### config.mk
export PLATFORM = sky130hd
export DESIGN_NAME = step_cmd_ctrl_flat
export DESIGN_NICKNAME = d
export VERILOG_FILES = /design/src/rtl/step_cmd_ctrl_pkg.sv /design/src/rtl/step_cmd_ctrl_if.sv /design/src/rtl/step_axis_ctrl.sv /design/src/rtl/step_cmd_ctrl.sv /design/src/flat_wrapper.sv
export SDC_FILE = /design/constraint.sdc
export NUM_CORES = 1
export LEC_CHECK = 0
export CORE_AREA = 2 2 104 81
export CTS_CLUSTER_SIZE = 12
export DETAILED_ROUTE_END_ITERATION = 10
export DIE_AREA = 0 0 106 83
export GPL_TIMING_DRIVEN = 0
export PLACE_DENSITY_LB_ADDON = 0.1
export SLEW_MARGIN = 20
export SYNTH_ARGS = -nofsm -noshare
export SYNTH_HDL_FRONTEND = slang
export SYNTH_SLANG_ARGS = --single-unit
### constraint.sdc
create_clock -name clk -period 2.9 [get_ports clk]
set_input_delay 0.725 -clock clk [delete_from_list [all_inputs] [get_ports clk]]
set_output_delay 0.725 -clock clk [all_outputs]
set_load 0.01 [all_outputs]
### src/rtl/step_cmd_ctrl_pkg.sv
// Shared types and constants for the step command controller and the step drivers.
package step_cmd_ctrl_pkg;

  // Per-axis controller state; the encoding is also visible to the step drivers.
  typedef enum logic [1:0] {
    StIdle      = 2'd0,
    StRun       = 2'd1,
    StLimitHold = 2'd2,
    StTimeout   = 2'd3
  } axis_state_e;

  // Direction values as seen by the step drivers.
  localparam bit DirFwd = 1'b0;
  localparam bit DirRev = 1'b1;

endpackage

### src/rtl/step_cmd_ctrl_if.sv
// Button/limit inputs and driver outputs for all axes of the step command controller.
interface step_cmd_ctrl_if #(
  parameter int unsigned NUM_AXES = 2
);

  logic                step_tick;
  logic [NUM_AXES-1:0] dir_btn;
  logic [NUM_AXES-1:0] run_btn;
  logic [NUM_AXES-1:0] limit;
  logic [NUM_AXES-1:0] dir;
  logic [NUM_AXES-1:0] en;
  logic [NUM_AXES-1:0] limit_hold;
  logic [NUM_AXES-1:0] timeout;

  // Stimulus side: buttons, switches and the step tick source.
  modport master (
    output step_tick, dir_btn, run_btn, limit,
    input  dir, en, limit_hold, timeout
  );

  // Controller side.
  modport slave (
    input  step_tick, dir_btn, run_btn, limit,
    output dir, en, limit_hold, timeout
  );

endinterface

### src/rtl/step_axis_ctrl.sv
// Single-axis command FSM: button edge detect, direction toggle, limit interlock, step timeout.
module step_axis_ctrl
  import step_cmd_ctrl_pkg::*;
#(
  parameter int unsigned STEP_CNT_W   = 16,
  parameter int unsigned MAX_STEPS    = 4000,
  parameter bit          TOWARD_LIMIT = DirRev,
  parameter bit          DIR_RESET    = DirFwd
) (
  input  logic clk,
  input  logic rst,
  input  logic step_tick,
  input  logic dir_btn,
  input  logic run_btn,
  input  logic limit,
  output logic dir,
  output logic en,
  output logic limit_hold,
  output logic timeout
);

  // Counter value on which the next tick ends the run.
  localparam logic [STEP_CNT_W-1:0] LastCnt =
      STEP_CNT_W'((MAX_STEPS == 0) ? 0 : MAX_STEPS - 1);

  axis_state_e           state_q, state_d;
  logic                  dir_q, dir_d;
  logic [STEP_CNT_W-1:0] cnt_q, cnt_d;
  logic                  dir_btn_q, run_btn_q;
  logic                  dir_rise, run_rise, blocked;

  assign dir_rise = dir_btn & ~dir_btn_q;
  assign run_rise = run_btn & ~run_btn_q;

  // State, direction, counter and button history; history resets high so held buttons are inert.
  always_ff @(posedge clk) begin
    if (rst) begin
      state_q   <= StIdle;
      dir_q     <= DIR_RESET;
      cnt_q     <= '0;
      dir_btn_q <= 1'b1;
      run_btn_q <= 1'b1;
    end else begin
      state_q   <= state_d;
      dir_q     <= dir_d;
      cnt_q     <= cnt_d;
      dir_btn_q <= dir_btn;
      run_btn_q <= run_btn;
    end
  end

  // Next state: blocked is judged on the post-toggle direction.
  always_comb begin
    state_d = state_q;
    cnt_d   = cnt_q;
    dir_d   = dir_q ^ dir_rise;
    blocked = limit && (dir_d == TOWARD_LIMIT);
    unique case (state_q)
      StIdle: begin
        if (run_rise && !blocked) begin
          state_d = StRun;
          cnt_d   = '0;
        end
      end
      StRun: begin
        if (blocked) begin
          state_d = StLimitHold;
        end else if (run_rise) begin
          state_d = StIdle;
        end else if (dir_rise) begin
          // A reversal restarts the travel budget; a coincident tick is not counted.
          cnt_d = '0;
        end else if (step_tick) begin
          if ((MAX_STEPS != 0) && (cnt_q == LastCnt)) begin
            state_d = StTimeout;
          end else if (cnt_q != '1) begin
            cnt_d = cnt_q + 1'b1;
          end
        end
      end
      StLimitHold: begin
        // Released once the registered direction points away or the switch opens.
        if ((dir_q != TOWARD_LIMIT) || !limit) begin
          state_d = StIdle;
        end
      end
      StTimeout: begin
        if (run_rise) begin
          state_d = StIdle;
        end
      end
      default: state_d = StIdle;
    endcase
  end

  // Outputs decoded from the registered state.
  always_comb begin
    dir        = dir_q;
    en         = (state_q == StRun);
    limit_hold = (state_q == StLimitHold);
    timeout    = (state_q == StTimeout);
  end

endmodule

### src/rtl/step_cmd_ctrl.sv
// Multi-axis step command controller: one independent step_axis_ctrl per axis.
module step_cmd_ctrl
  import step_cmd_ctrl_pkg::*;
#(
  parameter int unsigned NUM_AXES     = 2,
  parameter int unsigned STEP_CNT_W   = 16,
  parameter int unsigned MAX_STEPS    = 4000,
  parameter bit          TOWARD_LIMIT = DirRev,
  parameter bit          DIR_RESET    = DirFwd
) (
  input  logic           clk,
  input  logic           rst,
  step_cmd_ctrl_if.slave bus
);

  // The timeout compare value must fit in the counter.
  if (64'(MAX_STEPS) >= (64'd1 << STEP_CNT_W)) begin : g_bad_max_steps
    $error("MAX_STEPS does not fit in STEP_CNT_W bits");
  end

  logic [NUM_AXES-1:0] dir_w;
  logic [NUM_AXES-1:0] en_w;
  logic [NUM_AXES-1:0] limit_hold_w;
  logic [NUM_AXES-1:0] timeout_w;

  for (genvar i = 0; i < NUM_AXES; i++) begin : g_axis
    step_axis_ctrl #(
      .STEP_CNT_W   (STEP_CNT_W),
      .MAX_STEPS    (MAX_STEPS),
      .TOWARD_LIMIT (TOWARD_LIMIT),
      .DIR_RESET    (DIR_RESET)
    ) u_axis (
      .clk        (clk),
      .rst        (rst),
      .step_tick  (bus.step_tick),
      .dir_btn    (bus.dir_btn[i]),
      .run_btn    (bus.run_btn[i]),
      .limit      (bus.limit[i]),
      .dir        (dir_w[i]),
      .en         (en_w[i]),
      .limit_hold (limit_hold_w[i]),
      .timeout    (timeout_w[i])
    );
  end

  assign bus.dir        = dir_w;
  assign bus.en         = en_w;
  assign bus.limit_hold = limit_hold_w;
  assign bus.timeout    = timeout_w;

endmodule

### src/flat_wrapper.sv
// flat-port wrapper written by rule: the top's interface ports become plain ports
module step_cmd_ctrl_flat import step_cmd_ctrl_pkg::*;
#(
  parameter int unsigned NUM_AXES     = 2,
  parameter int unsigned STEP_CNT_W   = 16,
  parameter int unsigned MAX_STEPS    = 4000,
  parameter bit          TOWARD_LIMIT = DirRev,
  parameter bit          DIR_RESET    = DirFwd
)
  (clk, rst, bus_step_tick, bus_dir_btn, bus_run_btn, bus_limit, bus_dir, bus_en, bus_limit_hold, bus_timeout);
  step_cmd_ctrl_if #(.NUM_AXES(NUM_AXES)) bus_i ();
  input  logic clk;
  input  logic rst;
  input wire logic [$bits(bus_i.step_tick)-1:0] bus_step_tick;
  input wire logic [$bits(bus_i.dir_btn)-1:0] bus_dir_btn;
  input wire logic [$bits(bus_i.run_btn)-1:0] bus_run_btn;
  input wire logic [$bits(bus_i.limit)-1:0] bus_limit;
  output wire logic [$bits(bus_i.dir)-1:0] bus_dir;
  output wire logic [$bits(bus_i.en)-1:0] bus_en;
  output wire logic [$bits(bus_i.limit_hold)-1:0] bus_limit_hold;
  output wire logic [$bits(bus_i.timeout)-1:0] bus_timeout;
  assign bus_i.step_tick = bus_step_tick;
  assign bus_i.dir_btn = bus_dir_btn;
  assign bus_i.run_btn = bus_run_btn;
  assign bus_i.limit = bus_limit;
  assign bus_dir = bus_i.dir;
  assign bus_en = bus_i.en;
  assign bus_limit_hold = bus_i.limit_hold;
  assign bus_timeout = bus_i.timeout;
  step_cmd_ctrl #(.NUM_AXES(NUM_AXES), .STEP_CNT_W(STEP_CNT_W), .MAX_STEPS(MAX_STEPS), .TOWARD_LIMIT(TOWARD_LIMIT), .DIR_RESET(DIR_RESET)) u_core (.clk(clk), .rst(rst), .bus(bus_i));
endmodule
Yosys cells after proc, flatten, opt, wreduce, memory -nomap -nowiden --
Index checks and enable logic that the tools add are counted.
Storage, ports and cells: register bits after elaboration 42, bits of input ports 9
Cells by class: add/subtract/negate cells 2, muxes and demuxes 34, reduce and logical (&&, ||, !) cells 18, bitwise gates (word level) 12, eq/ne operators 32
Operators with widths (count):
- $mux W16 | 14
- $pmux W16 S2 | 2
- $add A16 B1 Y16 const B | 2
- $eq A16 B12 Y1 const B | 2
- $mux W2 | 16
- $ne A16 B16 Y1 const B | 2
- $ne A4 B2 Y1 const B | 4
- $pmux W2 S4 | 2
- $reduce_and A7 Y1 | 2
- $ne A2 B2 Y1 const B | 6
- $reduce_and A6 Y1 | 2
- $eq A2 B2 Y1 const B | 4
- $ne A2 B1 Y1 const B | 4
- $ne A4 B1 Y1 const B | 2
- $ne A3 B1 Y1 const B | 2
- $ne A3 B2 Y1 const B | 2
- $ne A3 B3 Y1 const B | 2
- $not A1 Y1 | 6
- $and A1 B1 Y1 | 4
- $eq A2 B1 Y1 const B | 2
- $logic_and A1 B1 Y1 | 4
- $logic_not A1 Y1 | 4
- $logic_not A2 Y1 | 2
- $reduce_bool A2 Y1 | 2
- 2 further kinds | 4

Depth between registers and ports, before layout --
Gate-level depths: netlist (run 1).
depth in word-level cells 8, mapped depth 8, gate-level depth less buffers 6

Hierarchy --
From an unflattened synthesis (run 1), not the netlist that was laid out.
Unflattened totals: cells, all modules 294, area total of the unflattened synthesis 2555.0 sq um
Modules (own cells, without submodules):
- step_axis_ctrl | cells an instance 147, instances 2, area an instance 1277.5 sq um

Worst setup path after synthesis (run 1) --
No wires, ideal clock.
path type input to register, start in bus_dir_btn[1], end reg u_core.g_axis[1].u_axis.cnt_q[2], stages 5, setup time 0.117 ns, path buffers 0, setup slack 0.517 ns, arrival time 2.265 ns, path through nor2b_1 > o211ai_1 > a211oi_1 > o211ai_1 > a32o_1
Between the ends: word-level cells in the longest chain between the ends 7
Ends and longest elaborated chain:
- from (decl) | line flat_wrapper.sv:15 | input wire logic [$bits(bus_i.dir_btn)-1:0] bus_dir_btn;
- $and A1 B1 Y1 * | line step_axis_ctrl.sv:32 | assign dir_rise = dir_btn & ~dir_btn_q;
- $xor A1 B1 Y1 | line step_axis_ctrl.sv:56 | dir_d = dir_q ^ dir_rise;
- $logic_and A1 B1 Y1 | line step_axis_ctrl.sv:57 | blocked = limit && (dir_d == TOWARD_LIMIT);
- $logic_not A1 Y1 | line step_axis_ctrl.sv:60 | if (run_rise && !blocked) begin
- $logic_and A1 B1 Y1 | line step_axis_ctrl.sv:60
- $ne A2 B2 Y1 (no line)
- $reduce_and A7 Y1 (no line)
- to (signal assigned) | line step_axis_ctrl.sv:46 | cnt_q <= cnt_d;
- to (decl) | line step_axis_ctrl.sv:28 | logic [STEP_CNT_W-1:0] cnt_q, cnt_d;
Every way passes the cells marked *; elsewhere a longest branch is shown, timed or not. The select of a mux whose other input is x is not followed. A chain may end at the register's enable or synchronous reset.

Final worst setup path (run 1) --
Ends and elaborated chain as after synthesis.

==> results.yml, run 1 <==
status:
  status: "finished, final reports clean"
synthesis:
  synth-seq-area-share_pct: 31.7
  synth-edff-count: 0
  postSynthCellCount: 325
  async_flop_share_pct: 0
  synth.avg_cell_area_um2: 8.16
  synth_seq_cells: 42
  synth_nets: 336
  synthDistinctLibCells: 64
  yosysWarnings: 0
  synth-main-ff-cell: "dfxtp_1"
  syn_area_um2: 2650
worst_setup_path:
  worstPathRequired_ns: 3.14
  cp_max_fo: 9
  critical_path.endpoint: "u_core.g_axis[1].u_axis.cnt_q[2]"
  reg2reg_depth: 8
  r2r_end: "u_core.g_axis[1].u_axis.cnt_q[8]"
  critPathCaptureType: "flop"
  regToRegStartpoint: "u_core.g_axis[1].u_axis.cnt_q[5]"
  critical_path_arrival_ns: 3.01
  startpoint: "bus_dir_btn[1]"
  critPathKind: "input pin to flop"
  rrSetupSlack_ns: 0.43
  setup.worst_path.start_class: "input pin"
placement:
  place_congestion: 0.874
  hpwl_um: 5320
  post_dp_cell_area_um2: 2940
  io_buffers: 15
finish:
  fillers: 768
  syn_to_final_growth_pct: 15.2
  drive_above_1_share_pct: 11.8
  layout_common_cells: "dfxtp_1, nand2_1, nand3_1"
  final_area_um2: 3060
  final_common_cell: "dfxtp_1"
  fin_util_pct: 39.5
  fin_nets: 358
  n_antenna_cell: 0
global_route:
  grt_max_degree: 14
  grt_pass1_wl_um: 12800
  grt_usage_pct: 17.9
  first_global_vias: 2436
  antenna_found_initial: 0
  grt_overflow: 0
routing:
  routed_wl_um: 7550
  vias_per_cell: 5.87
  wl_per_cell_um: 16.7
  vias: 2657
  dr.first_iter.drc_count: 260
  drc: 0
  antenna_left: 0
  first_pass_iters: 5
power:
  p_int_mw: 0.890
  clkPwrFrac_pct: 40.2
  p_seq_share_pct: 49.4
  power_density_nw_per_um2: 394
  p_switching_mw: 0.313
  ir_drop_v: 0.000181
  power_frac_comb_pct: 10.4
  p_leak_nw: 0.943
  switching_share_pct: 26.0
timing:
  tightest_slew_ns: 0.765
  finClkSkew_ns: 0.00739
  min_period_ns: 2.76
  final-max-slew-violation-count: 0
  fin_crit_sh_pct: 95.3
  finalHoldViolCount: 0
  timing.fmax_mhz: 362
  relSlewSlack_pct: 49.0
  tns_ns: 0
  final-setup-viol-count: 0
worst_hold_path:
  hp-class: "flop to flop"
floorplanning:
  dieArea_um2: 8800
  fp.coreArea_um2: 7740
  start_util_pct: 34.3
  num_rows: 28
  die_h_um: 83
  die_x_um: 106
  ios: 17
clocking:
  clk_latency_ns: 0.30
  clockBufferDepth: 2
  cts_tree: "built"
  cts.sinks: 42
  htree_levels: 2
  cts_resized: 0
  postCtsHoldBufs: 0
  clk_pin_slew_ns: 0.08
  clock-root-buffer: "clkbuf_8"
  cts_setup_buffers: 0
  cts_buffers: 5
job:
  maxCapViolCount: 0
-- area by class of cell --
type	count	area [um2]	area share (%)
clock buffers	5	68.8	2.25
flip-flops and latches	42	841	27.5
well taps	105	131	4.30
multi-input cells	256	1630	53.4
clock inverters	3	40.0	1.31
plain buffers	22	175	5.73
repair buffers	15	150	4.91
inverters	5	18.8	0.614
-- worst min path at each step --
| stage | endpoint | from | cells after the start | slack, ns |
|---|---|---|---|---|
| 6_report | u_core.g_axis[0].u_axis.cnt_q[14] | u_core.g_axis[0].u_axis.cnt_q[14] | 1 | 0.52 |
| 5_1_grt | u_core.g_axis[0].u_axis.cnt_q[14] | u_core.g_axis[0].u_axis.cnt_q[14] | 1 | 0.54 |
| 4_1_cts | u_core.g_axis[0].u_axis.cnt_q[14] | u_core.g_axis[0].u_axis.cnt_q[14] | 1 | 0.52 |
| 3_5_place_dp | u_core.g_axis[0].u_axis.cnt_q[14] | u_core.g_axis[0].u_axis.cnt_q[14] | 1 | 0.50 |
| 3_3_place_gp | u_core.g_axis[0].u_axis.cnt_q[11] | u_core.g_axis[0].u_axis.cnt_q[11] | 1 | 0.49 |
| 2_1_floorplan | u_core.g_axis[0].u_axis.cnt_q[10] | u_core.g_axis[0].u_axis.cnt_q[10] | 1 | 0.46 |
-- layer usage --
metal | wire (um) | track usage (%) | share of wire (%)
met2 | 2810 | 23.0 | 37
met5 | 0 | 0 | 0
met4 | 110 | 5.86 | 1.5
met1 | 4090 | 28.5 | 54
met3 | 536 | 3.92 | 7.1
-- logic make-up after synthesis --
logic type | synth area share, %
adder cells (fa/ha/maj) | 0.943
multiplexers | 0.755
buffers and inverters | 7.31
AO/OA/AOI/OAI | 23.8
flip-flops | 31.7
AND/OR/NAND/NOR | 34.9
XOR/XNOR | 0.660
-- state kept, by name, indices dropped and copies added (netlist names) --
register                        count
u_core.g_axis.u_axis.state_q        4
u_core.g_axis.u_axis.dir_btn_q      2
u_core.g_axis.u_axis.run_btn_q      2
u_core.g_axis.u_axis.cnt_q         32
u_core.g_axis.u_axis.dir            2
-- Yosys cell counts (3+ instances only) --
master / number / area [um2]
a211oi_1: 4 / 30.0
a21oi_1: 8 / 40.0
a31oi_1: 16 / 100
a32o_1: 7 / 70.1
a41oi_1: 4 / 35.0
and2_1: 6 / 37.5
and3_1: 7 / 43.8
and4_1: 3 / 26.3
buf_4: 9 / 67.6
buf_6: 5 / 56.3
clkbuf_1: 5 / 18.8
dfxtp_1: 42 / 841
inv_1: 4 / 15.0
nand2_1: 39 / 146
nand2b_1: 5 / 31.3
nand3_1: 24 / 120
nand4_1: 12 / 75.1
nand4b_1: 5 / 43.8
nor2_1: 14 / 52.6
nor2b_1: 5 / 31.3
nor3_1: 15 / 75.1
nor4_1: 3 / 18.8
nor4b_1: 4 / 35.0
o211ai_1: 7 / 52.6
o21ai_0: 10 / 50.1
o21ai_1: 6 / 30.0
or2_2: 5 / 31.3
or4_1: 3 / 22.5
-- power groups by stage --
| stage | clock [mW] | sequential, mW | combinational, mW |
|---|---|---|---|
| floorplan | 0 | 0.605 | 0.0779 |
| global placement | 0 | 0.608 | 0.122 |
| detailed placement | 0 | 0.608 | 0.122 |
| CTS | 0.500 | 0.594 | 0.123 |
| global route | 0.523 | 0.597 | 0.137 |
| finish | 0.484 | 0.594 | 0.125 |
-- critical path, cell delays in order --
cell             delay, ns
clkdlybuf4s50_1       0.51
nor2b_1               0.33
o211ai_1              0.23
a211o_2               0.47
nor3_2                0.52
a32o_1                0.23
-- through the flow --
| stage | setup slack (ns) | instances | power [mW] | hold slack, ns |
|---|---|---|---|---|
| final | 0.136 | 453 | 1.20 | 0.519 |
| after detailed placement | -0.175 | 445 | 0.730 | 0.496 |
| after floorplan | 0.517 | 325 | 0.683 | 0.456 |
| after CTS | 0.119 | 453 | 1.22 | 0.520 |
| after global routing | -0.00361 | 453 | 1.26 | 0.542 |
| after global placement | -0.600 | 445 | 0.730 | 0.495 |
No activity file was read; power rests on OpenSTA's default activity.
==> inputs of run 2 (changes only) <==
--- a/config.mk
+++ b/config.mk
@@ -10,6 +10,7 @@
 export DETAILED_ROUTE_END_ITERATION = 10
 export DIE_AREA = 0 0 106 83
 export GPL_TIMING_DRIVEN = 0
+export MAX_ROUTING_LAYER = met4
 export PLACE_DENSITY_LB_ADDON = 0.1
 export SLEW_MARGIN = 20
 export SYNTH_ARGS = -nofsm -noshare
==> run 2 against run 1 <==
Effect of this change: worst hold slack about the same; non-clock buffer count unchanged; global-route usage up 0.51 points; sequential power about the same; via count down 0.87%; highest routed layer unchanged; utilization unchanged; maximum frequency up 0.38%; total power about the same; critical path type unchanged; clock power about the same; clock skew about the same; flip-flop and latch count unchanged; first-iteration DRC count up 2.3%.
==> results.yml, run 2 (synthesis results as in run 1) <==
status:
  status: "finished, final reports clean"
placement:
  io_buffers: 15
  hpwl_um: 5320
  place_congestion: 0.888
  place_ws_ns: -0.175
  post_dp_cell_area_um2: 2940
timing:
  timing.fmax_mhz: 363
  min_period_ns: 2.75
  final-max-slew-violation-count: 0
  finClkSkew_ns: 0.00695
  tns_ns: 0
  finalHoldViolCount: 0
  relSlewSlack_pct: 50.7
  layout_setup_ws_ns: 0.146
  final-setup-viol-count: 0
  fin_crit_sh_pct: 95.0
  tightest_slew_ns: 0.739
worst_setup_path:
  cp_slowest_cell: "clkdlybuf4s50_1"
  critPathCaptureType: "flop"
  setup.worst_path.start_class: "input pin"
  slowest_delay_ns: 0.51
  critPathKind: "input pin to flop"
  cp_max_fo: 9
  worstPathRequired_ns: 3.14
  rrSetupSlack_ns: 0.43
  critical_path_arrival_ns: 3.00
  crit_path_cell_trace: "clkdlybuf4s50_1 > nor2b_1 > o211ai_1 > a211o_2 > nor3_2 > a32o_1"
power:
  p_leak_nw: 0.943
  switching_share_pct: 26.0
  p_seq_share_pct: 49.3
  power_density_nw_per_um2: 394
  p_switching_mw: 0.314
  power_frac_comb_pct: 10.3
  p_int_mw: 0.891
  ir_drop_v: 0.000181
  power.total_mw: 1.20
  clkPwrFrac_pct: 40.4
floorplanning:
  die_x_um: 106
  die_h_um: 83
  num_rows: 28
  start_util_pct: 34.3
  fp.coreArea_um2: 7740
  ios: 17
  dieArea_um2: 8800
clocking:
  clockBufferDepth: 2
  clk_pin_slew_ns: 0.09
  cts_tree: "built"
  cts_buffers: 5
  cts.sinks: 42
  cts_setup_buffers: 0
  clk_latency_ns: 0.31
  clock-root-buffer: "clkbuf_8"
  htree_levels: 2
routing:
  antenna_left: 0
  vias_per_cell: 5.81
  dr.first_iter.drc_count: 266
  wl_per_cell_um: 16.7
  routed_wl_um: 7550
  vias: 2634
  first_pass_iters: 5
  drc: 0
global_route:
  grt_overflow: 0
  grt_pass1_wl_um: 12800
  grt_usage_pct: 18.4
  grt_max_degree: 14
  antenna_found_initial: 0
  first_global_vias: 2438
finish:
  largest_reg_flops: 32
  syn_to_final_growth_pct: 15.2
  fin_util_pct: 39.5
  final_common_cell: "dfxtp_1"
  fin_nets: 358
  layout_common_cells: "dfxtp_1, nand2_1, nand3_1"
  reg.largest.list: "u_core.g_axis.u_axis.cnt_q x32, u_core.g_axis.u_axis.state_q x4"
  drive_above_1_share_pct: 11.8
  n_antenna_cell: 0
  top_register: "u_core.g_axis.u_axis.cnt_q"
  final_area_um2: 3060
job:
  maxCapViolCount: 0
worst_hold_path:
  hp-class: "flop to flop"
==> run 2: stage by stage <==
step / cells / hold WS (ns)
after floorplan: 325 / 0.456
after global placement: 445 / 0.495
after detailed placement: 445 / 0.496
after CTS: 453 / 0.520
after global routing: 453 / 0.542
final: 453 / 0.520
==> run 2: routing by layer <==
| layer | vias up | global-route usage, % | share of wire, % |
|---|---|---|---|
| li1 | 1299 | - | - |
| met4 | 0 | 5.86 | 1.2 |
| met2 | 121 | 23.0 | 38 |
| met3 | 10 | 3.92 | 7.6 |
| met5 | - | - | 0 |
| met1 | 1204 | 28.5 | 54 |
==> run 2: worst paths after layout <==
kind | startpoint | end | depth (start not counted)
min | u_core.g_axis[0].u_axis.cnt_q[14] | u_core.g_axis[0].u_axis.cnt_q[14] | 1
max reg2reg | u_core.g_axis[1].u_axis.cnt_q[5] | u_core.g_axis[1].u_axis.cnt_q[8] | 8
min reg2reg | u_core.g_axis[0].u_axis.cnt_q[14] | u_core.g_axis[0].u_axis.cnt_q[14] | 1
max | bus_dir_btn[1] | u_core.g_axis[1].u_axis.cnt_q[2] | 6
==> run 2: critical path: cells and delay by family <==
family / cells / cell delay [ns]
compound gates: 3 / 0.93
simple gates: 2 / 0.84
buf+inv: 1 / 0.51
==> run 2: final cells by class <==
type                            instances  area, um2
Clock buffer                            5       68.8
Timing Repair Buffer                   15        150
Inverter                                5       18.8
Sequential cell                        42        841
Fill cell                             768       4690
Clock inverter                          3       40.0
Buffer                                 22        175
Tap cell                              105        131
Multi-Input combinational cell        256       1630
==> run 2: what timing repair did <==
| action | CTS | global route |
|---|---|---|
| gates resized for setup | 0 | 1 |
| hold buffers | 0 | 0 |
| hold endpoints to repair | 0 | 0 |
| endpoints found under the setup margin | 0 | 1 |
==> run 2: power groups by stage <==
| stage | Combinational (mW) | Sequential, mW | Clock, mW |
|---|---|---|---|
| 6_report | 0.124 | 0.594 | 0.486 |
| 4_1_cts | 0.123 | 0.594 | 0.500 |
| 3_3_place_gp | 0.122 | 0.608 | 0 |
| 3_5_place_dp | 0.122 | 0.608 | 0 |
| 5_1_grt | 0.137 | 0.597 | 0.523 |
| 2_1_floorplan | 0.0779 | 0.605 | 0 |
==> inputs of run 3 (changes only) <==
--- a/config.mk
+++ b/config.mk
@@ -5,10 +5,10 @@
 export SDC_FILE = /design/constraint.sdc
 export NUM_CORES = 1
 export LEC_CHECK = 0
-export CORE_AREA = 2 2 104 81
+export CORE_AREA = 2 2 112 60
 export CTS_CLUSTER_SIZE = 12
 export DETAILED_ROUTE_END_ITERATION = 10
-export DIE_AREA = 0 0 106 83
+export DIE_AREA = 0 0 114 62
 export GPL_TIMING_DRIVEN = 0
 export MAX_ROUTING_LAYER = met4
 export PLACE_DENSITY_LB_ADDON = 0.1
==> run 3 against run 2 <==
Effect of this change: final cell count fell by 5.7%; non-clock buffer count is the same; final area rose by 0.16%; clock power rose by 13%; critical endpoint unchanged.
==> results.yml, run 3 (synthesis results as in run 1) <==
routing:
  dr.first_iter.drc_count: 252
  drc: 0
  routed_wl_um: 7810
  wl_per_cell_um: 18.3
  antenna_left: 0
  vias_per_cell: 6.26
  vias: 2674
  first_pass_iters: 7
worst_hold_path:
  min_path_cells: 1
  worstHoldStart: "u_core.g_axis[0].u_axis.cnt_q[11]"
  hp-class: "flop to flop"
  whs_endpoint: "u_core.g_axis[0].u_axis.cnt_q[11]"
finish:
  final_area_um2: 3060
  drive_above_1_share_pct: 11.5
  largest_reg_flops: 32
  n_antenna_cell: 0
  reg.largest.list: "u_core.g_axis.u_axis.cnt_q x32, u_core.g_axis.u_axis.state_q x4"
  layout_common_cells: "dfxtp_1, nand2_1, nand3_1"
  top_register: "u_core.g_axis.u_axis.cnt_q"
  final_common_cell: "dfxtp_1"
  syn_to_final_growth_pct: 15.4
  fin_nets: 358
  fillers: 626
timing:
  final-setup-viol-count: 0
  finClkSkew_ns: 0.00293
  tightest_slew_ns: 0.753
  fin_crit_sh_pct: 95.8
  relSlewSlack_pct: 49.8
  whs_ns: 0.504
  timing.fmax_mhz: 360
  rsz0062_at_grt: "false"
  tns_ns: 0
  finalHoldViolCount: 0
  final-max-slew-violation-count: 0
  min_period_ns: 2.78
clocking:
  clockBufferDepth: 2
  cts_buffers: 5
  clk_pin_slew_ns: 0.06
  cts_tree: "built"
  cts.sinks: 42
  htree_levels: 2
  clock-root-buffer: "clkbuf_16"
  cts_setup_buffers: 0
  clk_latency_ns: 0.29
placement:
  hpwl_um: 5700
  place_congestion: 0.936
  io_buffers: 15
  post_dp_cell_area_um2: 2910
worst_setup_path:
  critical_path_arrival_ns: 2.96
  r2r_end: "u_core.g_axis[1].u_axis.cnt_q[13]"
  critPathCaptureType: "flop"
  setup.worst_path.start_class: "input pin"
  regToRegStartpoint: "u_core.g_axis[1].u_axis.cnt_q[5]"
  critPathKind: "input pin to flop"
  cp_max_fo: 10
  reg2reg_depth: 6
  worstPathRequired_ns: 3.08
  rrSetupSlack_ns: 0.39
power:
  clkPwrFrac_pct: 43.2
  p_switching_mw: 0.318
  p_int_mw: 0.953
  p_leak_nw: 0.952
  p_seq_share_pct: 46.8
  power.total_mw: 1.27
  switching_share_pct: 25.0
  power_frac_comb_pct: 10.0
  power_density_nw_per_um2: 415
  ir_drop_v: 0.000214
job:
  maxCapViolCount: 0
floorplanning:
  dieArea_um2: 7070
  ios: 17
  die_x_um: 114
  die_h_um: 62
  fp.coreArea_um2: 6250
  num_rows: 21
  start_util_pct: 42.4
global_route:
  grt_pass1_wl_um: 12000
  first_global_vias: 2256
  antenna_found_initial: 0
  grt_max_degree: 12
  grt_usage_pct: 23.2
  grt_overflow: 0
status:
  status: "finished, final reports clean"
## run 3: worst max-delay path by stage
stage                         startpoint                               end  cells after the start
after detailed placement  bus_dir_btn[1]  u_core.g_axis[1].u_axis.cnt_q[2]                      6
after global routing      bus_dir_btn[1]  u_core.g_axis[1].u_axis.cnt_q[2]                      6
after CTS                 bus_dir_btn[1]  u_core.g_axis[1].u_axis.cnt_q[2]                      6
after global placement    bus_dir_btn[1]  u_core.g_axis[1].u_axis.cnt_q[2]                      6
after floorplan           bus_dir_btn[1]  u_core.g_axis[1].u_axis.cnt_q[2]                      5
final                     bus_dir_btn[1]  u_core.g_axis[1].u_axis.cnt_q[2]                      6
## run 3: per-layer routing
| metal | track usage [%] | part of all wire [%] |
|---|---|---|
| met1 | 36.7 | 55 |
| met2 | 26.0 | 35 |
| met3 | 6.50 | 9.5 |
| met4 | 7.49 | 1.0 |
| met5 | - | 0 |
## run 3: critical path: stages
cell and delay [ns]:
clkdlybuf4s50_1 0.51, nor2b_1 0.35, o211ai_1 0.25, a211oi_4 0.57
o211ai_1 0.24, a32o_1 0.31
## run 3: metrics by stage
| step | setup WS, ns | utilization [%] | instances |
|---|---|---|---|
| floorplan | 0.517 | - | 325 |
| global placement | -0.715 | 46.4 | 420 |
| detailed placement | -0.227 | 46.5 | 420 |
| CTS | 0.0841 | 48.6 | 427 |
| global route | 0.0282 | 48.9 | 427 |
| finish | 0.123 | 48.9 | 427 |
## run 3: timing repair
action | CTS | global route
setup endpoints to repair | 0 | 2
gates resized for setup | 0 | 5
hold buffers | 0 | 0
## run 3: power groups by stage
stage | combinational (mW) | clock [mW] | sequential (mW)
final | 0.127 | 0.549 | 0.595
after global routing | 0.137 | 0.586 | 0.597
after CTS | 0.121 | 0.557 | 0.595
after detailed placement | 0.121 | 0 | 0.608
after global placement | 0.121 | 0 | 0.608
after floorplan | 0.0779 | 0 | 0.605
## run 3: cell type report
cell class	count	area, um2	area share (%)
buffer	22	176	5.76
clock buffer	7	133	4.33
inverter	5	18.8	0.613
multi-input combinational	256	1640	53.6
sequential	42	841	27.5
tap	80	100	3.27
timing repair buffer	15	150	4.91
